**src/rtl/regfile_write_arbiter.sv**
```systemverilog
// rtl/regfile_write_arbiter.sv - shares the register-file write port between core writeback (A) and a queued load/debug path (B)
//
// Purpose: A writes pass straight to the port with zero latency. B writes are
// queued in a DEPTH-entry FIFO and drained whenever A leaves the port free. A
// younger A write kills older queued B writes to the same register. A
// scoreboard reports whether a queried register still has a live queued write.
//
// Optional feature macro: RFARB_STARVE_GUARD_EN. When defined, a wait counter
// forces one A stall after a live head has waited MAX_WAIT cycles. When not
// defined, a_stall is 0 and A always wins.
//
// Ports:
//   clk, reset                      rising-edge clock, async active-high reset
//   a_valid/a_rd/a_wd, a_stall      core writeback request, stall back to core
//   b_valid/b_rd/b_wd, b_ready      load/debug request with valid/ready handshake
//   q_rs1/q_rs2, q_hit1/q_hit2      scoreboard queries and hit flags
//   rf_we/rf_rd/rf_wd               register-file write port
//   fifo_count                      occupied FIFO slots, live or killed
module regfile_write_arbiter #(
  parameter int WIDTH    = 32,
  parameter int DEPTH    = 4,
  parameter int MAX_WAIT = 8
) (
  input  logic                     clk,
  input  logic                     reset,
  input  logic                     a_valid,
  input  logic [4:0]               a_rd,
  input  logic [WIDTH-1:0]         a_wd,
  output logic                     a_stall,
  input  logic                     b_valid,
  input  logic [4:0]               b_rd,
  input  logic [WIDTH-1:0]         b_wd,
  output logic                     b_ready,
  input  logic [4:0]               q_rs1,
  input  logic [4:0]               q_rs2,
  output logic                     q_hit1,
  output logic                     q_hit2,
  output logic                     rf_we,
  output logic [4:0]               rf_rd,
  output logic [WIDTH-1:0]         rf_wd,
  output logic [$clog2(DEPTH):0]   fifo_count
);

  localparam int PW   = $clog2(DEPTH);
  localparam int CNTW = PW + 1;

  logic [4:0]       q_rd [DEPTH];
  logic [WIDTH-1:0] q_wd [DEPTH];
  logic [DEPTH-1:0] q_live;
  logic [PW-1:0]    head;
  logic [PW-1:0]    tail;
  logic [CNTW-1:0]  count;

  logic a_active, empty, full, head_live, stall, grant_a, pop, push, push_live;

  always_comb begin
    a_active  = a_valid && (a_rd != 5'd0);
    empty     = (count == '0);
    full      = (count == CNTW'(DEPTH));
    head_live = q_live[head];
  end

`ifdef RFARB_STARVE_GUARD_EN
  localparam int WW = $clog2(MAX_WAIT + 1);
  logic [WW-1:0] wait_cnt;

  // wait_cnt holds the cycles already waited, so this is the MAX_WAIT-th one.
  always_comb
    stall = !reset && a_active && head_live && (wait_cnt == WW'(MAX_WAIT - 1));

  always_ff @(posedge clk or posedge reset) begin
    if (reset)
      wait_cnt <= '0;
    else if (pop || empty)
      wait_cnt <= '0;
    else if (head_live)
      wait_cnt <= wait_cnt + WW'(1);
  end
`else
  always_comb stall = 1'b0;
`endif

  always_comb begin
    grant_a   = !reset && a_active && !stall;
    // Any free port cycle retires the head; a killed head retires silently.
    pop       = !reset && !empty && !grant_a;
    b_ready   = !reset && (!full || pop);
    push      = b_valid && b_ready && (b_rd != 5'd0);
    // Same-cycle B is older than same-cycle A, so a matching A kills it too.
    push_live = !(a_active && (a_rd == b_rd));
    a_stall   = stall;
  end

  always_comb begin
    rf_we = 1'b0;
    rf_rd = 5'd0;
    rf_wd = '0;
    if (grant_a) begin
      rf_we = 1'b1;
      rf_rd = a_rd;
      rf_wd = a_wd;
    end else if (pop && head_live) begin
      rf_we = 1'b1;
      rf_rd = q_rd[head];
      rf_wd = q_wd[head];
    end
  end

  always_comb begin
    q_hit1 = 1'b0;
    q_hit2 = 1'b0;
    for (int i = 0; i < DEPTH; i++) begin
      if (q_live[i] && (q_rd[i] == q_rs1) && (q_rs1 != 5'd0)) q_hit1 = 1'b1;
      if (q_live[i] && (q_rd[i] == q_rs2) && (q_rs2 != 5'd0)) q_hit2 = 1'b1;
    end
  end

  // Kill, pop and push all land on the same edge; later assignments win, so a
  // push into the slot just vacated by a pop (full case) keeps its live bit.
  always_ff @(posedge clk or posedge reset) begin
    if (reset) begin
      head   <= '0;
      tail   <= '0;
      count  <= '0;
      q_live <= '0;
    end else begin
      for (int i = 0; i < DEPTH; i++)
        if (a_active && q_live[i] && (q_rd[i] == a_rd)) q_live[i] <= 1'b0;
      if (pop) begin
        q_live[head] <= 1'b0;
        head         <= head + PW'(1);
      end
      if (push) begin
        q_live[tail] <= push_live;
        tail         <= tail + PW'(1);
      end
      count <= count + CNTW'(push) - CNTW'(pop);
    end
  end

  always_ff @(posedge clk) begin
    if (push) begin
      q_rd[tail] <= b_rd;
      q_wd[tail] <= b_wd;
    end
  end

  assign fifo_count = count;

endmodule
```
**config.mk**
```make
export PLATFORM = sky130hd
export DESIGN_NAME = regfile_write_arbiter
export DESIGN_NICKNAME = d
export VERILOG_FILES = /design/src/rtl/regfile_write_arbiter.sv
export SDC_FILE = /design/constraint.sdc
export NUM_CORES = 1
export LEC_CHECK = 0
export CAP_MARGIN = 20
export CORE_AREA = 3 3 140 142
export CTS_CLUSTER_SIZE = 14
export DETAILED_ROUTE_END_ITERATION = 8
export DIE_AREA = 0 0 143 145
export GPL_TIMING_DRIVEN = 1
export SLEW_MARGIN = 20
export SYNTH_ARGS = -nofsm -noshare
export SYNTH_HDL_FRONTEND = slang
export SYNTH_SLANG_ARGS = --single-unit
```
**constraint.sdc**
```tcl
create_clock -name clk -period 2.9 [get_ports clk]
set_clock_uncertainty 0.15 [all_clocks]
set_input_delay 0.29 -clock clk [delete_from_list [all_inputs] [get_ports clk]]
set_output_delay 0.29 -clock clk [all_outputs]
set_load 0.05 [all_outputs]
```
==> impl_metrics.ini, run 1 <==
[floorplanning]
num_rows = 50
io_pins = 133
fp.dieH_um = 145
dieArea_mm2 = 0.0207
start_util_pct = 39.4
coreArea_mm2 = 0.0186
die_x_um = 143

[synth]
syn-cell-area_mm2 = 0.00732
seq_area_frac_synth_pct = 64.5
synthFlopType = edfxtp_1
synth_cell_types = 33
synth_area_leaders = edfxtp_1 (61%), mux4_2 (12%), a32o_1 (5.5%)
synthTopCellsByCount = edfxtp_1 (148), xor2_1 (41), a32o_1 (40), mux4_2 (38), xnor2_1 (28)
postSynthCellCount = 427
syn_nets = 526
synth-edff-count = 148
yosysTopAreaCell = edfxtp_1
yosysWarnings = 0
async_reset_ff_share_pct = 6.92
avgSynthCellArea_um2 = 17.1
yosysMostFrequentCell = edfxtp_1
netlist.area_leader.share_pct = 60.7
synth-seq-cells = 159

[detailed_routing]
route.detailed.drc = 0
vias_per_cell = 5.53
wl_per_cell_um = 23.1
ant_nets = 0
routed_wl_um = 18900
drt_first_iter_violations = 315
dr.pass1.iters = 4
via_count = 4523

[finish]
multi_input_area_mm2 = 0.00243
fillers = 1471
syn_to_final_growth_pct = 39.3
fin_util_pct = 54.9
nNetsFinal = 671
drive_gt1_share_pct = 28.8
insertedDiodeCount = 0
final-seq-area_mm2 = 0.00472

[clock_tree]
cts_buffers = 17
clk_latency_ns = 0.42
htreeDepth = 4
cts-root-buf = clkbuf_16
hold_buffers = 0
clock-sinks = 159
clockBufferDepth = 2
clk_pin_slew_ns = 0.06
cts_tree = built

[timing]
whs_ns = 0.142
setup_viol = 0
max_freq_mhz = 354
rsz0062_at_grt = true
max_slew.worst_pin.slew_ns = 0.731
hold_viol_final = 0
fin_crit_ns = 2.83
slew_violations = 0
fin_crit_sh_pct = 97.5
setup_tns_ns = 0
slew_headroom_pct = 51.2

[worst_setup_path]
cp.required_ns = 2.46
critPathSlowestCell = or4_4
critPathTopFamily = buffers and inverters
setup.worst_path.start_class = input pin
path_class = input pin to output port
cp_max_fo = 19
arrival_ns = 2.39
cp_num_buf_inv = 5
max_stage_delay_ns = 0.49
end_kind = output port
crit_chain = clkdlybuf4s50_1 > or4_4 > buf_4 > o21ai_2 > and2_4 > buf_6 > buf_8 > a32o_1 > buf_12

[worst_hold_path]
hp-class = input pin to flop

[grt]
track_usage_pct = 18.9
grt_pass1_wl_um = 29300
grt_max_degree = 39
grt-ovfl-total = 0
first_global_vias = 4958
antenna_found_initial = 1

[placed_design]
dpl.hpwl_um = 12600
port_buffers = 131
gp_congestion = 0.958

[job]
cap_violations = 0

[power_and_ir_drop]
power_density_mw_per_mm2 = 821
p_leak_nw = 3.55
vdd.ir_drop.worst_v = 0.000432

[status]
status = finished, final reports clean
-- cell usage in the layout, fill, tap and decap left out, types with 2 or more instances in the layout --
master	netlist	layout
edfxtp_1	148	148
clkdlybuf4s50_1	0	87
buf_12	0	50
xor2_1	41	41
mux4_2	38	37
xnor2_1	28	28
a32o_1	40	24
buf_4	7	20
clkbuf_16	0	17
a32o_2	0	16
nand3_1	14	14
nor4_1	12	12
ha_1	10	10
inv_1	9	9
dfrtp_1	11	9
nand2_1	6	6
and2_2	0	4
bufinv_16	0	4
nor2_1	4	3
or4_1	3	3
o21ai_0	3	3
a21oi_1	3	3
inv_6	0	3
nor2_4	0	2
nand4_1	2	2
o21a_1	2	2
clkinvlp_4	0	2
clkinv_1	0	2
clkinv_4	0	2
dfrtp_2	0	2
dlygate4sd2_1	0	2
-- layer usage --
layer,track usage (%),up-vias,part of all wire [%]
li1,-,2010,-
met1,25.5,2354,43
met2,31.0,132,51
met3,3.76,25,4.5
met4,5.66,2,1.7
met5,0,-,0.069
-- logic make-up after synthesis --
kind of cell | after synthesis | share of synthesized area (%)
other cells | 1 | 0.0512
fa+ha+maj | 11 | 1.98
flops | 159 | 64.5
mux | 39 | 11.8
buf+inv | 47 | 3.01
compound gates | 52 | 6.60
simple gates | 49 | 3.76
xor+xnor | 69 | 8.26
-- cell type report --
class / count / share of cell area (%)
Sequential cell: 159 / 46.3
Clock buffer: 18 / 4.21
Clock inverter: 13 / 1.83
Timing Repair Buffer: 163 / 20.7
Multi-Input combinational cell: 222 / 23.8
Inverter: 9 / 0.331
Tap cell: 234 / 2.87
-- where the power goes --
group,internal (mW),switching [mW],leakage (nW),total [mW]
registers,2.81,0.195,1.47,3.01
clock network,1.44,0.873,0.292,2.31
logic,1.44,1.62,1.79,3.06
total,5.69,2.68,3.55,8.38
-- worst paths after layout --
check / slack [ns] / endpoint / from / depth (start not counted)
max: 0.07 / rf_wd[21] / a_rd[0] / 9
min: 0.14 / q_rd[3][2] / b_rd[2] / 1
max reg2reg: 0.52 / fifo_count[2] / fifo_count[1] / 10
min reg2reg: 0.39 / fifo_count[2] / fifo_count[2] / 1
max in group asynchronous: 1.83 / head[1] / reset / 2
min in group asynchronous: 0.43 / fifo_count[0] / reset / 2
-- state kept, by name, summed over array words and instances (netlist names) --
register / count
fifo_count: 3
tail: 2
q_live: 4
q_wd: 128
q_rd: 20
head: 2
-- what timing repair did --
| item | CTS | global route |
|---|---|---|
| resized for setup | 22 | 4 |
| endpoints found under the hold margin | 0 | 0 |
| setup buffers | 0 | 1 |
| cloned | 2 | 0 |
| pin swaps | 2 | 2 |
| endpoints found under the setup margin | 39 | 15 |
-- through the flow --
stage / power (mW) / setup WS (ns) / cell area (µm²) / cells
after floorplan: 4.85 / -0.155 / 7320 / 427
after global placement: 6.04 / -0.404 / 9500 / 784
after detailed placement: 6.10 / -0.469 / 9500 / 784
after CTS: 8.47 / 0.0281 / 10200 / 817
after global routing: 8.75 / -0.0000877 / 10200 / 818
final: 8.38 / 0.0738 / 10200 / 818
Note: power is estimated with default switching activity, not from simulation.
==> run 2, diff against run 1 <==
- CORE_AREA: 3 3 140 142 -> 3 3 122 124
- DIE_AREA: 0 0 143 145 -> 0 0 125 127
- PLACE_DENSITY: unset -> 0.79
==> impl_metrics.ini, run 2 (synthesis results as in run 1) <==
[placed_design]
port_buffers = 131
gp_congestion = 0.943
placed_cell_area_mm2 = 0.00944
dpl.hpwl_um = 12200
dp.cells = 731

[worst_setup_path]
end_kind = output port
setup.worst_path.start_class = flop
regToRegSetupSlack_ns = 0.48
r2r_cells = 10
r2r-end = fifo_count[2]
max_stage_delay_ns = 0.84
arrival_ns = 2.41
critPathTopFamily = multiplexers
cp_max_fo = 19
path_class = flop to output port
critPathSlowestCell = mux4_2
r2r_start = fifo_count[1]
cp_num_buf_inv = 1
crit_chain = mux4_2 > a32o_1 > buf_12
cp.required_ns = 2.46

[job]
cap_violations = 0

[grt]
antenna_found_initial = 0
first_global_vias = 5083
grt_max_degree = 40
track_usage_pct = 24.0
grt-ovfl-total = 0
grt_pass1_wl_um = 29000

[finish]
insertedDiodeCount = 0
largest_reg_flops = 128
drive_gt1_share_pct = 27.3
top_register = q_wd
final_common_cell = edfxtp_1
final_area_mm2 = 0.0102
fin_util_pct = 73.4
largestRegisters = q_wd (128), q_rd (20), q_live (4)
nNetsFinal = 674
stdcell_count = 766
syn_to_final_growth_pct = 39.2
final_cell_mix = edfxtp_1 (148), clkdlybuf4s50_1 (90), buf_12 (51), xor2_1 (41)

[detailed_routing]
vias_per_cell = 6.09
via_count = 4663
routed_wl_um = 18400
ant_nets = 0
dr.pass1.iters = 5
route.detailed.drc = 0
drt_first_iter_violations = 328
wl_per_cell_um = 24.1

[power_and_ir_drop]
power_density_mw_per_mm2 = 856
vdd.ir_drop.worst_v = 0.000693
p_leak_nw = 3.51

[timing]
rsz0062_at_grt = true
hold_viol_final = 0
max_freq_mhz = 351
fin_crit_ns = 2.85
slew_violations = 0
slew_headroom_pct = 61.6
fin_crit_sh_pct = 98.2
whs_ns = 0.248
setup_tns_ns = 0
setup_viol = 0
max_slew.worst_pin.slew_ns = 0.576

[clock_tree]
cts_tree = built
cts-root-buf = clkbuf_16
clk_pin_slew_ns = 0.06
htreeDepth = 4
clk_latency_ns = 0.42
clock-sinks = 159
cts_buffers = 17
clockBufferDepth = 2

[floorplanning]
die_x_um = 125
coreArea_mm2 = 0.0139
num_rows = 43
dieArea_mm2 = 0.0159
start_util_pct = 52.7
fp.dieH_um = 127
io_pins = 133

[worst_hold_path]
hp-class = input pin to async pin

[status]
status = finished, final reports clean
## run 2: cell types whose count changed in the layout (fill, tap and decap cells not counted), sizes merged
cell and change:
buf +3, clkinv -1, clkbuf -1, dlymetal6s2s -1, bufinv +2, mux4 +1, clkinvlp -1, clkdlybuf4s50 +3
nor2 -1, dlygate4sd2 -2
## run 2: per-stage QoR
stage	setup WS, ns	total power [mW]
5_1_grt	-0.00839	9.04
2_1_floorplan	-0.155	4.85
3_5_place_dp	-0.421	6.09
3_3_place_gp	-0.335	6.02
6_report	0.0533	8.72
4_1_cts	0.0308	8.75
## run 2: how the worst max path moves through the flow
stage,from,endpoint,slack [ns],cells past startpoint
2_1_floorplan,a_rd[2],fifo_count[2],-0.16,13
3_5_place_dp,a_rd[1],fifo_count[2],-0.42,12
4_1_cts,a_rd[1],fifo_count[2],0.03,12
5_1_grt,a_rd[3],fifo_count[2],-0.008,12
6_report,head[0],rf_wd[17],0.05,3
3_3_place_gp,a_rd[1],fifo_count[2],-0.33,12
## run 2: layout make-up
cell class                      instances  area (µm²)
Inverter                                9        33.8
Clock inverter                         13         235
Fill cell                             837        3690
Tap cell                              180         225
Timing Repair Buffer                  166        2120
Clock buffer                           17         425
Multi-Input combinational cell        222        2430
Sequential cell                       159        4720
## run 2: metal layers
| layer | routed length [µm] | track usage [%] | share of wire, % |
|---|---|---|---|
| met5 | 0 | 0 | 0 |
| met4 | 606 | 10.8 | 3.3 |
| met2 | 9750 | 41.8 | 53 |
| met1 | 7070 | 29.3 | 38 |
| met3 | 1010 | 4.93 | 5.5 |
## run 2: where the power goes
group | leakage (nW) | internal [mW] | switching [mW] | total, mW
logic | 1.71 | 1.53 | 1.61 | 3.14
registers | 1.47 | 2.81 | 0.283 | 3.10
clock network | 0.321 | 1.61 | 0.875 | 2.49
total | 3.51 | 5.96 | 2.77 | 8.72
## run 2: repair_timing
| action | 4_1_cts | 5_1_grt |
|---|---|---|
| gates cloned | 1 | 0 |
| resized for setup | 3 | 4 |
| setup endpoints to repair | 38 | 4 |
| hold buffers | 0 | 0 |
| pin swaps | 0 | 2 |
| buffers inserted | 2 | 2 |
| hold endpoints to repair | 0 | 0 |
==> run 3, diff against run 2 <==
- CORE_AREA: 3 3 122 124 -> 3 3 151 94
- DIE_AREA: 0 0 125 127 -> 0 0 154 97
- PLACE_DENSITY: 0.79 -> 0.85
- clock period: 2.9 -> 3.3 ns (I/O delays scaled with it)
==> impl_metrics.ini, run 3 (synthesis results as in run 1) <==
[finish]
largestRegisters = q_wd (128), q_rd (20), q_live (4)
final_common_cell = edfxtp_1
stdcell_count = 746
fin_util_pct = 76.6
insertedDiodeCount = 0
final_cell_mix = edfxtp_1 (148), clkdlybuf4s50_1 (90), buf_12 (43), xor2_1 (41), a32o_1 (40)
nNetsFinal = 662
fillers = 685
top_register = q_wd
syn_to_final_growth_pct = 34.5
drive_gt1_share_pct = 25.2
largest_reg_flops = 128
final_area_mm2 = 0.00984

[detailed_routing]
dr.pass1.iters = 5
routed_wl_um = 19100
drt_first_iter_violations = 473
vias_per_cell = 6.32
ant_nets = 0
met1_length_um = 7430
wl_per_cell_um = 25.6
wl_met3_um = 2030
highest_layer = met4
route.detailed.drc = 0
routed-wl-met2_um = 9190
via_count = 4712

[floorplanning]
num_rows = 32
die_x_um = 154
coreArea_mm2 = 0.0129
dieArea_mm2 = 0.0149
io_pins = 133
fp.dieH_um = 97
start_util_pct = 56.9

[worst_setup_path]
cp_max_fo = 38
path_class = flop to output port
setup.worst_path.start_class = flop
r2r_cells = 11
cp.required_ns = 2.82
end_kind = output port
arrival_ns = 2.58

[placed_design]
placed_cell_area_mm2 = 0.00929
gp_congestion = 0.902
dpl.hpwl_um = 12700
port_buffers = 131
dp.cells = 714

[clock_tree]
cts_resized = 0
cts_tree = built
cts-root-buf = clkbuf_16
clock-sinks = 159
htreeDepth = 4
cts_buffers = 17
cts_setup_buffers = 0
clockBufferDepth = 2
clk_latency_ns = 0.42
hold_buffers = 0
clk_pin_slew_ns = 0.06

[power_and_ir_drop]
p_leak_nw = 3.35
report.power.total_mw = 7.12
power_density_mw_per_mm2 = 723
vdd.ir_drop.worst_v = 0.000584

[timing]
slew_violations = 0
setup_viol = 0
hold_viol_final = 0
slew_headroom_pct = 41.7
max_slew.worst_pin.slew_ns = 0.874
rsz0062_at_grt = false
max_freq_mhz = 327
fin_crit_sh_pct = 92.7
fin_crit_ns = 3.06

[grt]
track_usage_pct = 26.3
antenna_found_initial = 0
grt-ovfl-total = 0
grt_pass1_wl_um = 29400
grt_max_degree = 39
first_global_vias = 5097

[worst_hold_path]
hp-class = input pin to async pin

[status]
status = finished, final reports clean

[job]
cap_violations = 0
[run 3: cell types whose count changed in the layout (fill, tap and decap cells not counted), moves of 2 or more]
cell        previous run  this run
buf_12                51        43
bufinv_16              6         0
clkinvlp_4             1         4
buf_6                  2         0
clkinv_2               2         0
inv_8                  1         3
[run 3: area by class of cell]
class / instances / area [µm²] / area share (%)
Sequential cell: 159 / 4720 / 48.0
Multi-Input combinational cell: 221 / 2390 / 24.3
Timing Repair Buffer: 155 / 1930 / 19.6
Clock buffer: 18 / 429 / 4.36
Tap cell: 170 / 213 / 2.16
Clock inverter: 14 / 128 / 1.30
Inverter: 9 / 33.8 / 0.343
[run 3: path summary, 6_finish.rpt]
check                              start       endpoint  slack (ns)
min in group clk                 b_wd[3]     q_wd[0][3]        0.39
hold reg to reg            fifo_count[2]  fifo_count[2]        0.41
setup reg to reg           fifo_count[1]  fifo_count[2]        0.77
setup / recovery                 head[0]      rf_wd[30]        0.24
hold / removal                     reset  fifo_count[2]        0.34
max in group asynchronous          reset        head[1]        2.28
[run 3: worst max-delay path, cell delays in order (launching register included)]
cell	delay, ns
dfrtp_2	0.60
mux4_2	0.95
a32o_1	0.45
buf_12	0.16
[run 3: metal layers]
metal / vias to the layer above / global-route usage, %
met5: - / 0
met4: 0 / 8.96
met3: 43 / 7.64
met2: 292 / 41.6
met1: 2388 / 35.5
li1: 1989 / -
[run 3: power by group]
group	leakage [nW]	switching, mW	internal (mW)
logic	1.61	1.39	1.20
clock network	0.260	0.839	0.989
registers	1.47	0.222	2.47
total	3.35	2.45	4.67
[run 3: per-stage QoR]
step           setup WS, ns  hold slack (ns)  TNS (ns)
6_report              0.241            0.340         0
5_1_grt               0.126            0.345         0
4_1_cts               0.214            0.304         0
3_5_place_dp        -0.0392            0.390   -0.0392
3_3_place_gp       -0.00472            0.392  -0.00472
2_1_floorplan         0.205           0.0324         0
